File: config.mk
export PLATFORM = sky130hd
export DESIGN_NAME = cic_decim_single
export DESIGN_NICKNAME = d
export VERILOG_FILES = /design/src/rtl/cic_pkg.sv /design/src/rtl/cic_comb_stage.sv /design/src/rtl/cic_decim_single.sv
export SDC_FILE = /design/constraint.sdc
export NUM_CORES = 1
export LEC_CHECK = 0
export ABC_AREA = 0
export ABC_CLOCK_PERIOD_IN_PS = 2980
export CORE_AREA = 2 2 102 104
export CTS_CLUSTER_DIAMETER = 30
export DETAILED_ROUTE_END_ITERATION = 10
export DIE_AREA = 0 0 104 106
export PLACE_DENSITY = 0.67
export SYNTH_ARGS = -nofsm -noshare
export SYNTH_HDL_FRONTEND = slang
export SYNTH_SLANG_ARGS = --single-unit
File: constraint.sdc
create_clock -name clk -period 2.98 [get_ports clk]
set_input_delay 0.596 -clock clk [delete_from_list [all_inputs] [get_ports clk]]
set_output_delay 0.596 -clock clk [all_outputs]
set_load 0.01 [all_outputs]
File: src/rtl/cic_pkg.sv
// Shared CIC helpers: width arithmetic and sign extension. The interpolator
// and the decimator both import this package.
package cic_pkg;

    localparam int MAX_W = 64;

    function automatic int clog2(input int value);
        int r;
        r = 0;
        while ((1 << r) < value) begin
            r++;
        end
        return r;
    endfunction

    // Full Hogenauer growth for differential delay M = 1.
    function automatic int out_width(input int in_w, input int n_stages, input int rw);
        return in_w + n_stages * rw;
    endfunction

    // Sign-extends the low w bits of v to MAX_W bits.
    function automatic logic [MAX_W-1:0] sext(input logic [MAX_W-1:0] v, input int w);
        return $signed(v << (MAX_W - w)) >>> (MAX_W - w);
    endfunction

endpackage

File: src/rtl/cic_comb_stage.sv
// One CIC comb section: combinational difference against a delay register
// that only advances on the output-rate strobe.
module cic_comb_stage #(
    parameter int W = 8
) (
    input  logic         clk,
    input  logic         reset,
    input  logic         en_i,
    input  logic [W-1:0] din_i,
    output logic [W-1:0] dout_o
);

    logic [W-1:0] dly_q;

    assign dout_o = din_i - dly_q;

    always_ff @(posedge clk or negedge reset) begin
        if (!reset) begin
            dly_q <= '0;
        end else if (en_i) begin
            dly_q <= din_i;
        end
    end

endmodule

File: src/rtl/cic_decim_single.sv
// N-stage CIC decimator by R: pipelined integrators at the input rate, a
// combinational comb chain evaluated once per R accepted samples.
module cic_decim_single
    import cic_pkg::*;
#(
    parameter int IN_W  = 8,
    parameter int N     = 2,
    parameter int R     = 2,
    parameter int RW    = clog2(R),
    parameter int OUT_W = out_width(IN_W, N, RW)
) (
    input  logic                    clk,
    input  logic                    reset,
    input  logic                    in_valid,
    input  logic signed [IN_W-1:0]  x,
    output logic                    out_valid,
    output logic signed [OUT_W-1:0] y
);

    localparam int PH_W = (RW < 1) ? 1 : RW;

    logic [OUT_W-1:0] x_ext;
    logic [OUT_W-1:0] integ [N];
    logic [PH_W-1:0]  phase_q, phase_d;
    logic             last_phase;
    logic             dec_strobe_q;
    logic [OUT_W-1:0] samp_q;
    logic [OUT_W-1:0] comb [N+1];
    logic [OUT_W-1:0] y_q;
    logic             out_valid_q;

    assign x_ext = OUT_W'(sext(MAX_W'(x), IN_W));

    // Integrators wrap modulo 2^OUT_W; the combs cancel the wrap exactly.
    for (genvar k = 0; k < N; k++) begin : g_int
        logic [OUT_W-1:0] acc_q;
        logic [OUT_W-1:0] addend;

        if (k == 0) begin : g_first
            assign addend = x_ext;
        end else begin : g_next
            assign addend = integ[k-1];
        end

        // NOTE: non-blocking so every stage adds its neighbour's previous-cycle value.
        always_ff @(posedge clk or negedge reset) begin
            if (!reset) begin
                acc_q <= '0;
            end else if (in_valid) begin
                acc_q <= acc_q + addend;
            end
        end

        assign integ[k] = acc_q;
    end

    assign last_phase = in_valid && (phase_q == PH_W'(R - 1));

    // NOTE: default assignment first, so no path leaves phase_d unassigned (no latch).
    always_comb begin
        phase_d = phase_q;
        if (in_valid) begin
            phase_d = (phase_q == PH_W'(R - 1)) ? '0 : phase_q + PH_W'(1);
        end
    end

    always_ff @(posedge clk or negedge reset) begin
        if (!reset) begin
            phase_q      <= '0;
            dec_strobe_q <= 1'b0;
            samp_q       <= '0;
        end else begin
            phase_q      <= phase_d;
            dec_strobe_q <= last_phase;
            if (last_phase) begin
                samp_q <= integ[N-1];
            end
        end
    end

    assign comb[0] = samp_q;

    for (genvar k = 0; k < N; k++) begin : g_comb
        cic_comb_stage #(
            .W (OUT_W)
        ) u_comb (
            .clk    (clk),
            .reset  (reset),
            .en_i   (dec_strobe_q),
            .din_i  (comb[k]),
            .dout_o (comb[k+1])
        );
    end

    // y holds between pulses; out_valid is the strobe delayed by one register.
    always_ff @(posedge clk or negedge reset) begin
        if (!reset) begin
            y_q         <= '0;
            out_valid_q <= 1'b0;
        end else begin
            out_valid_q <= dec_strobe_q;
            if (dec_strobe_q) begin
                y_q <= comb[N];
            end
        end
    end

    assign y         = y_q;
    assign out_valid = out_valid_q;

endmodule

Yosys cells after proc, flatten, opt, wreduce, memory -nomap -nowiden
Index checks and enable logic that the tools add are counted.
{ "op_classes": {"n_reduce_logical": 1, "n_mux": 1, "addsub": 5} }
{ "ops": {"columns": ["cell", "n"], "rows": [
  ["adder 10 bit", 2],
  ["subtractor 10 bit", 2],
  ["adder 1 bit (second input constant)", 1],
  ["logical AND 1 bit", 1],
  ["2-to-1 mux 1 bit", 1]
]} }
{ "word_totals": {"elab_cells": 16, "ff_bits": 63, "inputBits": 11, "out_inout_bits": 11} }

Depth between registers and ports, before layout
Gate-level depths: netlist of run 1.
{ "depth": {"depth_word": 2, "ltp_mapped": 18} }

Modules after synthesis
A second synthesis of run 1 with hierarchy kept.
{ "hier_totals": {"hier_cells": 394, "area_unflattened_um2": 4056.4} }
{ "by_module_without_submodules": {"columns": ["mod", "n_inst", "area_per_inst_um2", "cells_per_inst", "seq_area_each_um2"], "rows": [
  ["cic_decim_single", 1, 2462.4, 214, 1076.0],
  ["cic_comb_stage", 2, 797.0, 90, 250.2]
]} }

Worst setup path before layout of run 1
No wires, ideal clock.
{ "synth_timing": {"path_kind": "reg2reg", "start": "register samp_q[0]", "end": "register y_q[9] (netlist: y[9])", "setup_time_ps": 126, "t_arrival_ps": 3129, "period_less_slack_ps": 3255, "required_time_ps": 2854, "path_stages_with_launch": 18, "setup_slack_ps": -275, "cell_sequence": "dfrtp_1 > inv_1 > ha_1 > inv_1 > fa_1 > a21o_1 > a21oi_1 > nand2b_1 > a21boi_1 > nor2_1 > xnor2_1 > ha_1 > a21oi_1 > nand2_1 > o211a_1 > o311ai_0 > and2_1 > o31ai_2"} }
{ "synth_rtl": {"columns": ["element", "line", "source"], "rows": [
  ["from (decl)", "cic_decim_single.sv:27", "logic [OUT_W-1:0] samp_q;"],
  ["from (signal assigned)", "cic_decim_single.sv:76", "samp_q <= integ[N-1];"],
  ["to (signal assigned)", "cic_decim_single.sv:103", "y_q <= comb[N];"],
  ["to (decl)", "cic_decim_single.sv:29", "logic [OUT_W-1:0] y_q;"]
]} }

==> results of run 1 <==
metrics by stage:
stage	utilization, %	hold slack [ps]	worst slack (ps)	cell area (um^2)	TNS [ps]
5_1_grt	47.0	150	-435	4700	-647
4_1_cts	46.3	134	-241	4630	-261
3_3_place_gp	43.7	452	-252	4370	-393
2_1_floorplan	-	300	-150	3880	-150
3_5_place_dp	43.7	455	-372	4370	-640
6_report	47.0	142	-210	4700	-210
kinds of logic (layout without fill, tap and decap cells):
| kind of cell | Yosys count | in the layout |
|---|---|---|
| xor+xnor | 27 | 27 |
| mux | 34 | 34 |
| compound gates | 83 | 83 |
| buf+inv | 45 | 97 |
| simple gates | 85 | 85 |
| fa+ha+maj | 40 | 40 |
| flops | 63 | 63 |
sequential cells by signal, indices dropped and copies added, names as in the netlist:
signal and count:
dec_strobe_q 1, g_comb.u_comb.dly_q 20, g_int.acc_q 20, out_valid 1, phase_q 1, samp_q 10, y 10
layer usage:
metal	vias to the layer above	GRT usage, %	wire length [um]
met3	5	3.92	220
met4	0	4.05	70
met1	1295	16.3	3050
met2	35	24.4	3430
met5	-	0	0
li1	1398	-	-
cells in the final DEF, fill, tap and decap left out, types with 7 or more instances in the layout:
cell	netlist	routed
dfrtp_1	63	63
xnor2_1	21	19
buf_4	0	25
nor2b_1	11	9
nor2_1	23	22
a21oi_2	3	7
ha_1	36	33
clkdlybuf4s50_1	0	20
clkbuf_8	0	9
nand2_1	33	33
a21oi_1	12	8
inv_1	35	33
o21ai_0	31	29
mux2_2	30	30
path summary, 6_finish.rpt:
check | slack, ps | endpoint
setup / recovery | -210 | y[9]
hold / removal | 140 | out_valid
setup reg to reg | -210 | y[9]
hold reg to reg | 470 | phase_q
max in group asynchronous | 2150 | g_comb[0].u_comb.dly_q[7]
min in group clk | 470 | phase_q
cells in the mapped netlist (2+ instances only):
cell type	count	area, um^2
a211oi_1	6	45.0
a21boi_0	3	22.5
a21o_1	6	45.0
a21oi_1	12	60.1
a21oi_2	3	26.3
a22o_1	2	17.5
a31o_2	2	17.5
a41oi_1	2	17.5
buf_1	2	7.51
buf_6	2	22.5
clkbuf_1	6	22.5
dfrtp_1	63	1580
fa_1	4	80.1
ha_1	36	450
inv_1	35	131
mux2_2	30	338
mux2i_1	3	30.0
nand2_1	33	124
nand2b_1	7	43.8
nand4_1	2	12.5
nor2_1	23	86.3
nor2b_1	11	68.8
o211ai_1	3	22.5
o21ai_0	31	155
o21bai_1	2	15.0
o311ai_0	2	17.5
or3_1	3	18.8
xnor2_1	21	184
xor2_1	6	52.6
area by class of cell:
type / count / area (um^2) / share of cell area (%)
Multi-Input combinational cell: 269 / 2230 / 47.5
Sequential cell: 63 / 1580 / 33.5
Timing Repair Buffer: 47 / 404 / 8.60
Tap cell: 136 / 170 / 3.62
Inverter: 35 / 131 / 2.79
Clock buffer: 9 / 124 / 2.64
Clock inverter: 6 / 62.6 / 1.33
timing repair:
action / 4_1_cts / 5_1_grt
endpoints found under the hold margin: 0 / 0
pin swaps: 14 / 6
setup buffers: 4 / 0
setup endpoints to repair: 2 / 4
gates resized for setup: 11 / 12
==> results.cfg, run 1 <==
[sta]
hold_violations = 0
worst_slack_ps = -210
post-route-period-util_pct = 107
tightest_slew_ps = 440
finalCriticalPeriod_ps = 3190
rsz0062_at_grt = true
fin_skew_ps = 5.53
setup_viol = 1
max_slew_margin_pct = 70.6
final_max_slew_viol_count = 0
max_freq_ghz = 0.313

[routing]
avgViaCountPerCell = 4.84
drc = 0
wl_per_cell_um = 12.0
ant_nets = 0
vias = 2733
routed_wl_um = 6770
drtIter0Drc = 74
dr.pass1.iters = 4

[floorplanning]
start_util_pct = 38.6
core_mm2 = 0.0100
die_area_mm2 = 0.0110
rows = 37
ios = 22
die_h_um = 106
die_width_um = 104

[layout]
area_growth_pct = 21.9
fin_cells = 565
fin_nets = 476
drive_above_1_share_pct = 23.5
num-fill-cells = 943
antennaDiodeCount = 0

[worst_setup_path]
path_depth = 16
cp_max_fo = 2
critPathCaptureType = flop
crit_path_top_delay_cell = dfrtp_1
worstReg2RegStart = samp_q[0]
slowest_delay_ps = 390
startpoint_type = flop
cpMostUsedCell = inv_2
crit_chain = inv_2 -> ha_4 -> inv_2 -> fa_2 -> a21o_1 -> a21oi_2 -> nand2b_4 -> a21boi_4 -> o41ai_4 -> xnor2_1 -> ha_1 -> nor2b_4 -> a221oi_2 -> o311ai_1 -> and2_1 -> o31ai_2
cp-startpoint = samp_q[0]
path_class = reg2reg
crit_family = compound AO/OA/AOI/OAI gates
path_buf_inv = 2
arrival_ps = 3440
r2r_cells = 16
crit_required_ps = 3230

[synth]
synth.distinct_cells = 45
synthXorXnorAreaFrac_pct = 6.13
ys_async_sr_fraction_pct = 100
synth_compound_area_share_pct = 14.2
synth-simple-area-share_pct = 10.3
synthAdderAreaFrac_pct = 13.8
synth-main-ff-cell = dfrtp_1
syn-mean-instance-area_um2 = 10.2
seq_area_frac_synth_pct = 40.9
synth_nets = 428
synth.cell_area_mm2 = 0.00385
synthCells = 377
synth_top_family_by_area = compound AO/OA/AOI/OAI gates
yosys_warnings = 0
ys_ff_latch = 63
synthMuxAreaShare_pct = 9.93
synth_edf_count = 0

[run]
maxCapViolCount = 0

[cts]
cts_max_level = 3
root_buffer = clkbuf_8
clockBufferDepth = 2
clk_pin_slew_ps = 70
cts.sinks = 63
numCtsBuffers = 9
clkLatencyLatePin_ps = 340
cts_hold_repair.buffers = 0
cts_tree = built

[status]
status = finished, violations left
violations = setup timing

[placed_design]
place_inst = 546
finalWeightedCongestion = 0.815
numPortBuffers = 21
dp_hpwl_um = 4940

[global_route]
antenna_found_initial = 0
gr-total-overflow = 0
grt_pass1_wl_um = 12400
grt_max_degree = 46
grt_pass1_vias = 2805
grt_usage_pct = 13.8

[min_path]
hp-class = in2async
Power of run 1 is left out: the tool's default activity adds up to more than one toggle a clock period on the data nets, which glitch-free logic cannot reach.
==> run 2: changes to the inputs <==
--- a/config.mk
+++ b/config.mk
@@ -6,12 +6,12 @@
 export NUM_CORES = 1
 export LEC_CHECK = 0
 export ABC_AREA = 0
-export ABC_CLOCK_PERIOD_IN_PS = 2980
+export ABC_CLOCK_PERIOD_IN_PS = 3750
 export CORE_AREA = 2 2 102 104
 export CTS_CLUSTER_DIAMETER = 30
 export DETAILED_ROUTE_END_ITERATION = 10
 export DIE_AREA = 0 0 104 106
-export PLACE_DENSITY = 0.67
+export PLACE_DENSITY = 0.65
 export SYNTH_ARGS = -nofsm -noshare
 export SYNTH_HDL_FRONTEND = slang
 export SYNTH_SLANG_ARGS = --single-unit
==> constraint.sdc (replaced) <==
create_clock -name clk -period 3.75 [get_ports clk]
set_input_delay 0.75 -clock clk [delete_from_list [all_inputs] [get_ports clk]]
set_output_delay 0.75 -clock clk [all_outputs]
set_load 0.01 [all_outputs]
==> results.cfg, run 2 (synthesis results as in run 1) <==
[status]
status = complete, no violations

[cts]
cts_tree = built
clk_pin_slew_ps = 70
clockBufferDepth = 2
cts.sinks = 63
cts_max_level = 3
numCtsBuffers = 9
cts_hold_repair.buffers = 0
clkLatencyLatePin_ps = 330
root_buffer = clkbuf_8

[layout]
final_common_cell = dfrtp_1
area_growth_pct = 14.0
fin_nets = 454
drive_above_1_share_pct = 15.7
num-fill-cells = 993
reg_top3 = g_comb.u_comb.dly_q: 20 flops, g_int.acc_q: 20 flops
final_cell_mix = dfrtp_1 (63), ha_1 (36), inv_1 (35)
fin_cells = 543
antennaDiodeCount = 0

[run]
maxCapViolCount = 0

[routing]
avgViaCountPerCell = 4.87
dr.pass1.iters = 4
vias = 2644
ant_nets = 0
drtIter0Drc = 82
routed_wl_um = 6450
wl_per_cell_um = 11.9
drc = 0

[global_route]
grt_max_degree = 47
gr-total-overflow = 0
grt_pass1_vias = 2623
antenna_found_initial = 0
grt_pass1_wl_um = 11300
grt_usage_pct = 12.5

[floorplanning]
core_mm2 = 0.0100
die_area_mm2 = 0.0110
die_h_um = 106
start_util_pct = 38.6
die_width_um = 104
rows = 37
ios = 22

[placed_design]
place_inst = 527
place_ws_ps = 76.1
dp_hpwl_um = 4730
finalWeightedCongestion = 0.782
numPortBuffers = 21

[sta]
worst_slack_ps = 217
max_slew_margin_pct = 61.4
rsz0062_at_grt = false
hold_violations = 0
hold_ws_ps = 336
finalCriticalPeriod_ps = 3530
post-route-period-util_pct = 94.2
max_freq_ghz = 0.283
final_max_slew_viol_count = 0
tightest_slew_ps = 578
finalSetupTns_ps = 0
fin_skew_ps = 8.06
setup_viol = 0

[worst_setup_path]
slowest_delay_ps = 380
arrival_ps = 3770
critPathCaptureType = flop
crit_required_ps = 3990
cp_max_fo = 3
crit_chain = inv_1 -> ha_1 -> inv_1 -> fa_2 -> a21o_1 -> a21oi_2 -> nand2b_1 -> a21boi_1 -> o41ai_2 -> xnor2_1 -> ha_1 -> nor2b_1 -> a221oi_2 -> o311ai_2 -> and2_1 -> o31ai_2
path_class = reg2reg
startpoint_type = flop
crit_path_top_delay_cell = dfrtp_1

[min_path]
hp-class = in2async
-- run 2: final cells by class --
class	count	area, um^2	share of cell area (%)
clock buffer	11	141	3.22
clock inverter	4	22.5	0.512
inverter	35	131	2.99
multi-input combinational	269	2120	48.2
sequential	63	1580	35.9
tap	136	170	3.87
timing repair buffer	25	235	5.35
-- run 2: layer usage --
| metal | vias to the layer above | part of all wire (%) | GRT usage [%] | wire length [um] |
|---|---|---|---|---|
| met2 | 29 | 48 | 22.1 | 3100 |
| met3 | 9 | 3.1 | 3.49 | 197 |
| met4 | 0 | 1.1 | 3.76 | 72 |
| li1 | 1352 | - | - | - |
| met5 | - | 0 | 0 | 0 |
| met1 | 1254 | 48 | 14.9 | 3080 |
-- run 2: timing repair --
item,CTS,global route
setup buffers,0,1
setup endpoints to repair,0,1
resized for setup,0,6
-- run 2: stage by stage --
stage	cell area [um^2]	utilization [%]
floorplan	3850	-
global placement	4200	42.0
detailed placement	4200	42.0
CTS	4360	43.6
global route	4400	44.0
finish	4400	44.0
-- run 2: critical path, delay by kind of cell, from the launching register on --
family	cells	cell delay (ps)
AO/OA/AOI/OAI	7	1450
XOR/XNOR	1	150
adder cells (fa/ha/maj)	3	860
buffers and inverters	2	130
flip-flops	1	380
AND/OR/NAND/NOR	3	480
-- run 2: path summary, 6_finish.rpt --
path / start / endpoint / slack [ps] / cells past startpoint
setup / recovery: samp_q[0] / y[9] / 220 / 16
hold / removal: reset / y[5] / 340 / 1
setup reg to reg: samp_q[0] / y[9] / 220 / 16
hold reg to reg: dec_strobe_q / out_valid / 420 / 0
max in group asynchronous: reset / g_comb[0].u_comb.dly_q[8] / 2490 / 2
min in group clk: dec_strobe_q / out_valid / 420 / 0
Power of run 2 is left out for the same reason.
==> run 3: changes to the inputs <==
--- a/config.mk
+++ b/config.mk
@@ -6,12 +6,13 @@
 export NUM_CORES = 1
 export LEC_CHECK = 0
 export ABC_AREA = 0
-export ABC_CLOCK_PERIOD_IN_PS = 3750
+export ABC_CLOCK_PERIOD_IN_PS = 2990
+export CAP_MARGIN = 30
 export CORE_AREA = 2 2 102 104
 export CTS_CLUSTER_DIAMETER = 30
 export DETAILED_ROUTE_END_ITERATION = 10
 export DIE_AREA = 0 0 104 106
-export PLACE_DENSITY = 0.65
+export PLACE_DENSITY = 0.67
 export SYNTH_ARGS = -nofsm -noshare
 export SYNTH_HDL_FRONTEND = slang
 export SYNTH_SLANG_ARGS = --single-unit
==> constraint.sdc (replaced) <==
create_clock -name clk -period 2.99 [get_ports clk]
set_input_delay 0.598 -clock clk [delete_from_list [all_inputs] [get_ports clk]]
set_output_delay 0.598 -clock clk [all_outputs]
set_load 0.01 [all_outputs]
==> results.cfg, run 3 (synthesis results as in run 1) <==
[status]
status = finished, violations left
violations = setup timing

[sta]
final_max_slew_viol_count = 0
finalCriticalPeriod_ps = 3240
post-route-period-util_pct = 109
max_slew_margin_pct = 71.3
tightest_slew_ps = 431
worst_slack_ps = -255
hold_ws_ps = 137
hold_violations = 0
setup_viol = 2
rsz0062_at_grt = true
fin_skew_ps = 3.93
max_freq_ghz = 0.308

[placed_design]
finalWeightedCongestion = 0.815
numPortBuffers = 21
place_ws_ps = -360
dp_hpwl_um = 4960

[routing]
dr.pass1.iters = 4
drc = 0
vias = 2699
wl_per_cell_um = 12.1
ant_nets = 0
avgViaCountPerCell = 4.76
routed_wl_um = 6850
drtIter0Drc = 91

[worst_setup_path]
path_class = reg2reg
cp_max_fo = 2
crit_required_ps = 3250
crit_end = y[9]
worstReg2RegStart = samp_q[0]
arrival_ps = 3500
cp-startpoint = samp_q[0]
r2r-end = y[9]
startpoint_type = flop
ff2ff_setup_slack_ps = -250
r2r_cells = 16
critPathCaptureType = flop

[layout]
reg_top3 = g_comb.u_comb.dly_q: 20 flops, g_int.acc_q: 20 flops
fin_nets = 478
fin_util_pct = 47.1
final_common_cell = dfrtp_1
area_growth_pct = 22.1
final_cell_mix = dfrtp_1 (63), ha_1 (35), inv_1 (33), nand2_1 (33), mux2_2 (30)
antennaDiodeCount = 0
drive_above_1_share_pct = 23.2
num-fill-cells = 931

[floorplanning]
ios = 22
die_area_mm2 = 0.0110
start_util_pct = 38.6
die_h_um = 106
die_width_um = 104
core_mm2 = 0.0100
rows = 37

[cts]
numCtsBuffers = 9
cts_tree = built
clk_pin_slew_ps = 70
root_buffer = clkbuf_8
clockBufferDepth = 2
cts.sinks = 63
cts_max_level = 3
cts_hold_repair.buffers = 0
clkLatencyLatePin_ps = 340

[run]
maxCapViolCount = 0

[global_route]
grt_usage_pct = 13.8
grt_busiest_layer = met2
antenna_found_initial = 0
grtUsageMet1_pct = 16.3
grt_pass1_vias = 2823
grt_pass1_wl_um = 12500
grt_util_met3_pct = 4.29
gr-total-overflow = 0
grt_max_degree = 46
gr-usage-met2_pct = 24.0

[min_path]
hp-class = in2async
-- run 3: area by class of cell --
| cell class | count | area [um^2] | share of cell area, % |
|---|---|---|---|
| Multi-Input combinational cell | 269 | 2200 | 46.7 |
| Sequential cell | 63 | 1580 | 33.5 |
| Timing Repair Buffer | 49 | 419 | 8.90 |
| Tap cell | 136 | 170 | 3.62 |
| Inverter | 35 | 131 | 2.79 |
| Clock buffer | 9 | 124 | 2.63 |
| Clock inverter | 6 | 86.3 | 1.83 |
-- run 3: metal layers --
layer | part of all wire, % | vias to the layer above | routed length [um]
met5 | 0 | - | 0
met4 | 1.3 | 0 | 86
met3 | 3.5 | 9 | 241
met2 | 49 | 29 | 3390
met1 | 46 | 1266 | 3140
li1 | - | 1395 | -
-- run 3: critical path, cell delays in order (launching register included) --
cell      delay (ps)
dfrtp_1          390
inv_2             90
ha_4             130
inv_2             30
fa_2             330
a21o_1           170
a21oi_2          140
nand2b_4         150
a21boi_4          60
o41ai_4          330
xnor2_1          140
ha_1             330
nor2b_4          140
a221oi_2         260
o311ai_2         150
and2_1           170
o31ai_2          160
-- run 3: what timing repair did --
item                       in CTS  in global routing
setup buffers                   3                  3
hold endpoints to repair        0                  0
resized for setup              13                  6
setup endpoints to repair       2                  5
pin swaps                      12                 16
-- run 3: how the worst min path moves through the flow --
stage,startpoint,endpoint
after global routing,reset,y[1]
final,reset,y[1]
after floorplan,reset,dec_strobe_q
after global placement,phase_q,phase_q
after CTS,reset,y[1]
after detailed placement,phase_q,phase_q
-- run 3: metrics by stage --
| stage | TNS [ps] | instance area [um^2] | cells |
|---|---|---|---|
| 2_1_floorplan | -140 | 3880 | 377 |
| 3_3_place_gp | -365 | 4370 | 546 |
| 5_1_grt | -878 | 4710 | 567 |
| 6_report | -302 | 4710 | 567 |
| 3_5_place_dp | -637 | 4370 | 546 |
| 4_1_cts | -350 | 4650 | 564 |
Power of run 3 is left out for the same reason.
